<file path="src/rtl/stdp_pkg.sv">
// Shared types and defaults for the STDP learning controller.
package stdp_pkg;

  localparam int unsigned DEF_W_BITS = 8;
  localparam int unsigned DEF_T_BITS = 4;
  localparam int unsigned DEF_W_INIT = 128;

  typedef enum logic [1:0] {
    IDLE      = 2'd0,
    PRE_SEEN  = 2'd1,
    POST_SEEN = 2'd2,
    UPDATE    = 2'd3
  } state_t;

  // Largest timing-counter value: also the last cycle of the pairing window
  function automatic int unsigned tmax(input int unsigned t_bits);
    return (32'd1 << t_bits) - 32'd1;
  endfunction

endpackage

</file>
<file path="src/rtl/stdp_sat_addsub.sv">
// Saturating weight adjust; the subtract path exists only with STDP_LTD_EN.
module stdp_sat_addsub #(
  parameter int unsigned W_BITS = 8,
  parameter int unsigned D_BITS = 5
) (
  input  logic [W_BITS-1:0] weight,
  input  logic [D_BITS-1:0] delta,
  input  logic              dir,
  output logic [W_BITS-1:0] clamped_c
);

  localparam int unsigned S_BITS = ((W_BITS > D_BITS) ? W_BITS : D_BITS) + 1;
  localparam logic [S_BITS-1:0] WMAX = S_BITS'({W_BITS{1'b1}});

  logic [S_BITS-1:0] w_ext;
  logic [S_BITS-1:0] d_ext;
  logic [S_BITS-1:0] sum;

  assign w_ext = S_BITS'(weight);
  assign d_ext = S_BITS'(delta);
  assign sum   = w_ext + d_ext;

  always_comb begin
    clamped_c = weight;
    if (dir) clamped_c = (sum > WMAX) ? {W_BITS{1'b1}} : W_BITS'(sum);
`ifdef STDP_LTD_EN
    else clamped_c = (d_ext > w_ext) ? '0 : W_BITS'(w_ext - d_ext);
`endif
  end

endmodule

</file>
<file path="src/rtl/stdp_ctrl.sv">
// Pair-based STDP weight controller. Depression (post-before-pre) is built
// only when STDP_LTD_EN is defined; otherwise the weight can only grow.
module stdp_ctrl
  import stdp_pkg::*;
#(
  parameter int unsigned W_BITS = DEF_W_BITS,
  parameter int unsigned T_BITS = DEF_T_BITS,
  parameter int unsigned W_INIT = DEF_W_INIT
) (
  input  logic              clk,
  input  logic              rst_n,
  input  logic              en,
  input  logic              pre_spike,
  input  logic              post_spike,
  output logic [W_BITS-1:0] weight,
  output logic              update_w_flag,
  output logic [T_BITS-1:0] time_diff,
  output logic              ltp
);

  localparam int unsigned D_BITS = T_BITS + 1;
  localparam logic [T_BITS-1:0] TMAX = T_BITS'(tmax(T_BITS));

  state_t            state_q, state_d;
  logic [T_BITS-1:0] cnt_q, cnt_d;
  logic [T_BITS-1:0] dt_q, dt_d;
  logic              dir_q, dir_d;
  logic              upd_c;
  logic [D_BITS-1:0] delta_c;
  logic [W_BITS-1:0] clamped_c;

  // Closer pairings give larger steps: dt=1 -> TMAX, dt=TMAX -> 1
  assign delta_c = D_BITS'(TMAX) + D_BITS'(1) - D_BITS'(dt_q);

  always_comb begin
    state_d = state_q;
    cnt_d   = cnt_q;
    dt_d    = dt_q;
    dir_d   = dir_q;
    upd_c   = 1'b0;
    if (!en) begin
      state_d = IDLE;
      cnt_d   = '0;
    end else begin
      case (state_q)
        IDLE: begin
          cnt_d = '0;
          if (pre_spike && !post_spike) begin
            state_d = PRE_SEEN;
            cnt_d   = T_BITS'(1);
          end
`ifdef STDP_LTD_EN
          else if (post_spike && !pre_spike) begin
            state_d = POST_SEEN;
            cnt_d   = T_BITS'(1);
          end
`endif
        end
        PRE_SEEN: begin
          if (post_spike) begin
            state_d = UPDATE;
            dt_d    = cnt_q;
            dir_d   = 1'b1;
            cnt_d   = '0;
          end else if (pre_spike) begin
            cnt_d = T_BITS'(1);
          end else if (cnt_q == TMAX) begin
            state_d = IDLE;
            cnt_d   = '0;
          end else begin
            cnt_d = cnt_q + T_BITS'(1);
          end
        end
`ifdef STDP_LTD_EN
        POST_SEEN: begin
          if (pre_spike) begin
            state_d = UPDATE;
            dt_d    = cnt_q;
            dir_d   = 1'b0;
            cnt_d   = '0;
          end else if (post_spike) begin
            cnt_d = T_BITS'(1);
          end else if (cnt_q == TMAX) begin
            state_d = IDLE;
            cnt_d   = '0;
          end else begin
            cnt_d = cnt_q + T_BITS'(1);
          end
        end
`endif
        UPDATE: begin
          state_d = IDLE;
          cnt_d   = '0;
          upd_c   = 1'b1;
        end
        default: begin
          state_d = IDLE;
          cnt_d   = '0;
        end
      endcase
    end
  end

  always_ff @(posedge clk or negedge rst_n) begin
    if (!rst_n) begin
      state_q       <= IDLE;
      cnt_q         <= '0;
      dt_q          <= '0;
      dir_q         <= 1'b0;
      weight        <= W_BITS'(W_INIT);
      update_w_flag <= 1'b0;
      time_diff     <= '0;
    end else begin
      state_q       <= state_d;
      cnt_q         <= cnt_d;
      dt_q          <= dt_d;
      dir_q         <= dir_d;
      update_w_flag <= upd_c;
      if (upd_c) begin
        weight    <= clamped_c;
        time_diff <= dt_q;
      end
    end
  end

`ifdef STDP_LTD_EN
  always_ff @(posedge clk or negedge rst_n) begin
    if (!rst_n)     ltp <= 1'b0;
    else if (upd_c) ltp <= dir_q;
  end
`else
  assign ltp = 1'b1;
`endif

  stdp_sat_addsub #(
    .W_BITS(W_BITS),
    .D_BITS(D_BITS)
  ) u_sat (
    .weight   (weight),
    .delta    (delta_c),
    .dir      (dir_q),
    .clamped_c(clamped_c)
  );

endmodule
</file>
<file path="config.mk">
export PLATFORM = sky130hd
export DESIGN_NAME = stdp_ctrl
export DESIGN_NICKNAME = d
export VERILOG_FILES = /design/src/rtl/stdp_pkg.sv /design/src/rtl/stdp_sat_addsub.sv /design/src/rtl/stdp_ctrl.sv
export SDC_FILE = /design/constraint.sdc
export NUM_CORES = 1
export LEC_CHECK = 0
export ABC_AREA = 1
export BUFFER_PORTS_ARGS = -buffer_cell sky130_fd_sc_hd__buf_4
export CAP_MARGIN = 0
export CORE_ASPECT_RATIO = 1.75
export CORE_MARGIN = 1
export CORE_UTILIZATION = 33
export DETAILED_ROUTE_END_ITERATION = 10
export PLACE_DENSITY = 0.52
export SLEW_MARGIN = 25
export SYNTH_ARGS = -nofsm -noshare
export SYNTH_HDL_FRONTEND = slang
export SYNTH_SLANG_ARGS = --single-unit
</file>
<file path="constraint.sdc">
create_clock -name clk -period 4.3 [get_ports clk]
set_input_delay 0.86 -clock clk [delete_from_list [all_inputs] [get_ports clk]]
set_output_delay 0.86 -clock clk [all_outputs]
set_load 0.01 [all_outputs]
</file>
==> impl_metrics.env <==
export IMPL_synth_cells=177
export IMPL_vias=1139
export IMPL_cts_buffer_depth=2
export IMPL_io_buffers=17
export IMPL_power_density_nw_per_um2=504
export IMPL_synth_seq_cells=24
export IMPL_grt_overflow=0
export IMPL_drt_vias_per_instance=4.67
export IMPL_crit_arrival_ns=2.15
export IMPL_switchingPower_mw=0.311
export IMPL_routedWlPerCell_um=11.4
export IMPL_dieArea_um2=4440
export IMPL_core_area_um2=3940
export IMPL_fmax_mhz=515
export IMPL_skew_ns=0.00282
export IMPL_die_w_um=50.8
export IMPL_setup_slack_ns=2.36
export IMPL_clockRootBuffer="clkbuf_8"
export IMPL_end_kind="register"
export IMPL_combPwrFrac=0.426
export IMPL_setup_tns_final_ns=0
export IMPL_finalMaxSlewViolations=0
export IMPL_setup_viol=0
export IMPL_dp_slack_ns=2.35
export IMPL_start_util=0.349
export IMPL_fp_dieH_um=87.4
export IMPL_critPathBufInv=1
export IMPL_grt_use_total=0.146
export IMPL_synthToLayoutAreaGrowth_pct=16.3
export IMPL_num_nets_final=211
export IMPL_grt_pass1_vias=1171
export IMPL_ctsHoldBuffers=0
export IMPL_hold_violations=0
export IMPL_drt_iter0_drc=15
export IMPL_critPathTopFamily="simple AND/OR/NAND/NOR gates"
export IMPL_crit_required_ns=4.51
export IMPL_grt_pass1_wl_mm=4.82
export IMPL_swShare=0.385
export IMPL_cap_violations=0
export IMPL_total_power_mw=0.807
export IMPL_clk_insertion_delay_late_ns=0.27
export IMPL_syn_nets=191
export IMPL_drive_above_1_share=0.133
export IMPL_synth_compound_area_frac=0.0545
export IMPL_crit_path_cell_trace="inv_1 > ha_1 > nand2_1 > nor2_1 > ha_1 > nand2_1 > nor3_1 > nand2_1 > nand2_1 > nand2_1 > nand3_1"
export IMPL_yosysWarningCount=0
export IMPL_max_vdd_ir_drop_uv=298
export IMPL_rows=30
export IMPL_postLayoutCoreUtil=0.406
export IMPL_cp_start_kind="register"
export IMPL_drtAntennaViolNets=0
export IMPL_cts_tree="built"
export IMPL_status="complete, no violations"
export IMPL_grt_max_degree=25
export IMPL_power_frac_seq=0.378
export IMPL_cts_sinks=24
export IMPL_insertedDiodeCount=0
export IMPL_synth_top_family_by_area="simple AND/OR/NAND/NOR gates"
export IMPL_fin_crit_sh=0.452
export IMPL_path_common_cell="nand2_1"
export IMPL_min_period_ns=1.94
export IMPL_wl_mm=2.79
export IMPL_synth_cell_types=24
export IMPL_pwr_share_clk=0.195
export IMPL_layout_cells_non_filler=244
export IMPL_cts_setup_buffers=0
export IMPL_hold_path_class="in2async"
export IMPL_r2r_slack_ns=2.36
export IMPL_synth_area_um2=1380
export IMPL_first_pass_iters=4
export IMPL_synth_avg_cell_area_um2=7.78
export IMPL_routabilityCongestion=0.908
export IMPL_fill_cells=412
export IMPL_p_int_mw=0.496
export IMPL_place_area_um2=1550
export IMPL_num_io_pins=19
export IMPL_cp_slowest_cell="dfrtp_1"
export IMPL_cts_clk_slew_worst_paths_ns=0.09
export IMPL_p_leak_nw=0.838
export IMPL_cts_resized=0
export IMPL_synth_fa_ha_area_frac=0.0873
export IMPL_fin_area_um2=1600
export IMPL_numCtsBuffers=3
export IMPL_worst_path_largest_cell_delay_ns=0.36
export IMPL_dp_hpwl_mm=2.21
export IMPL_yosysSeqAreaShare=0.437
export IMPL_synthSimpleGateAreaFrac=0.300
export IMPL_worst_setup_path_type="reg2reg"
export IMPL_post_route_drc_count=0
export IMPL_crit_fanout=5
export IMPL_rsz0062_at_grt="no"
export IMPL_htree_levels=1
export IMPL_holdWs_ns=0.479
export IMPL_synthMuxAreaShare=0
export IMPL_synth_xor_area_frac=0.0191
export IMPL_antenna_found_initial=0
export IMPL_placed_cells=240
==> synthesized netlist by cell type <==
master,count,area [um2]
ha_1,8,100
inv_1,29,109
nand3b_1,1,7.51
buf_4,1,7.51
dfrtp_1,23,576
nand4_1,4,25.0
nor3_1,3,15.0
o21ai_0,10,50.1
nor2_4,1,11.3
nor2_1,18,67.6
nand3_4,1,17.5
dfstp_2,1,26.3
xnor2_1,1,8.76
fa_1,1,20.0
conb_1,1,3.75
buf_6,1,11.3
nand2_1,47,176
a21oi_1,2,10.0
inv_2,1,3.75
clkinv_2,1,5.00
o21bai_1,2,15.0
nand3_1,17,85.1
nor3b_1,1,7.51
xor2_1,2,17.5
==> cells in the final DEF, fill, tap and decap left out, types with 2 or more instances in the layout <==
master and count:
o21ai_0 10, ha_1 8, xor2_1 2, inv_1 29, nand2_1 47, nand4_1 4, a21oi_1 2, nor3_1 3
clkbuf_8 4, dfrtp_1 23, nand3_1 17, buf_4 17, o21bai_1 2, nor2_1 18
==> layer usage <==
layer	part of all wire	routed length [um]	up-vias	global-route usage
li1	-	-	596	-
met1	0.40	1110	512	0.147
met2	0.54	1500	19	0.264
met3	0.015	43	12	0.0157
met4	0.051	141	0	0.114
met5	0	0	-	0
==> registers in the layout, summed over array words and instances (netlist names) <==
| name | cells |
|---|---|
| weight | 8 |
| cnt_q | 4 |
| dt_q | 4 |
| time_diff | 4 |
| state_q | 2 |
| dir_q | 1 |
| update_w_flag | 1 |
==> final timing paths <==
kind                       cells past startpoint         start           end
min in group clk                               2  time_diff[3]  time_diff[3]
max in group asynchronous                      1         rst_n     weight[7]
setup / recovery                              11       dt_q[0]     weight[7]
hold reg to reg                                2  time_diff[3]  time_diff[3]
hold / removal                                 1         rst_n    state_q[0]
setup reg to reg                              11       dt_q[0]     weight[7]
==> cells by family (layout without fill, tap and decap cells) <==
group                      after synthesis  after routing
and+or+nand+nor                         93             93
xor gates and xnor gates                 3              3
other                                    1              1
AOI/OAI and AO/OA                       14             14
DFF                                     24             24
adders and majority gates                9              9
buffers and inverters                   33             52
==> power by group through the flow <==
stage | Combinational, mW | Clock [mW] | Sequential, mW
after detailed placement | 0.346 | 0 | 0.311
final | 0.344 | 0.158 | 0.305
after floorplan | 0.223 | 0 | 0.319
after global placement | 0.343 | 0 | 0.311
after CTS | 0.348 | 0.162 | 0.307
after global routing | 0.397 | 0.170 | 0.312
==> layout make-up <==
| cell class | count | area, um2 | share of cell area |
|---|---|---|---|
| timing repair buffer | 17 | 128 | 0.0797 |
| sequential | 24 | 602 | 0.376 |
| clock buffer | 4 | 55.1 | 0.0344 |
| multi-input combinational | 120 | 638 | 0.399 |
| tap | 48 | 60.1 | 0.0375 |
| inverter | 31 | 118 | 0.0735 |
Power figures use the tool's default switching activity.
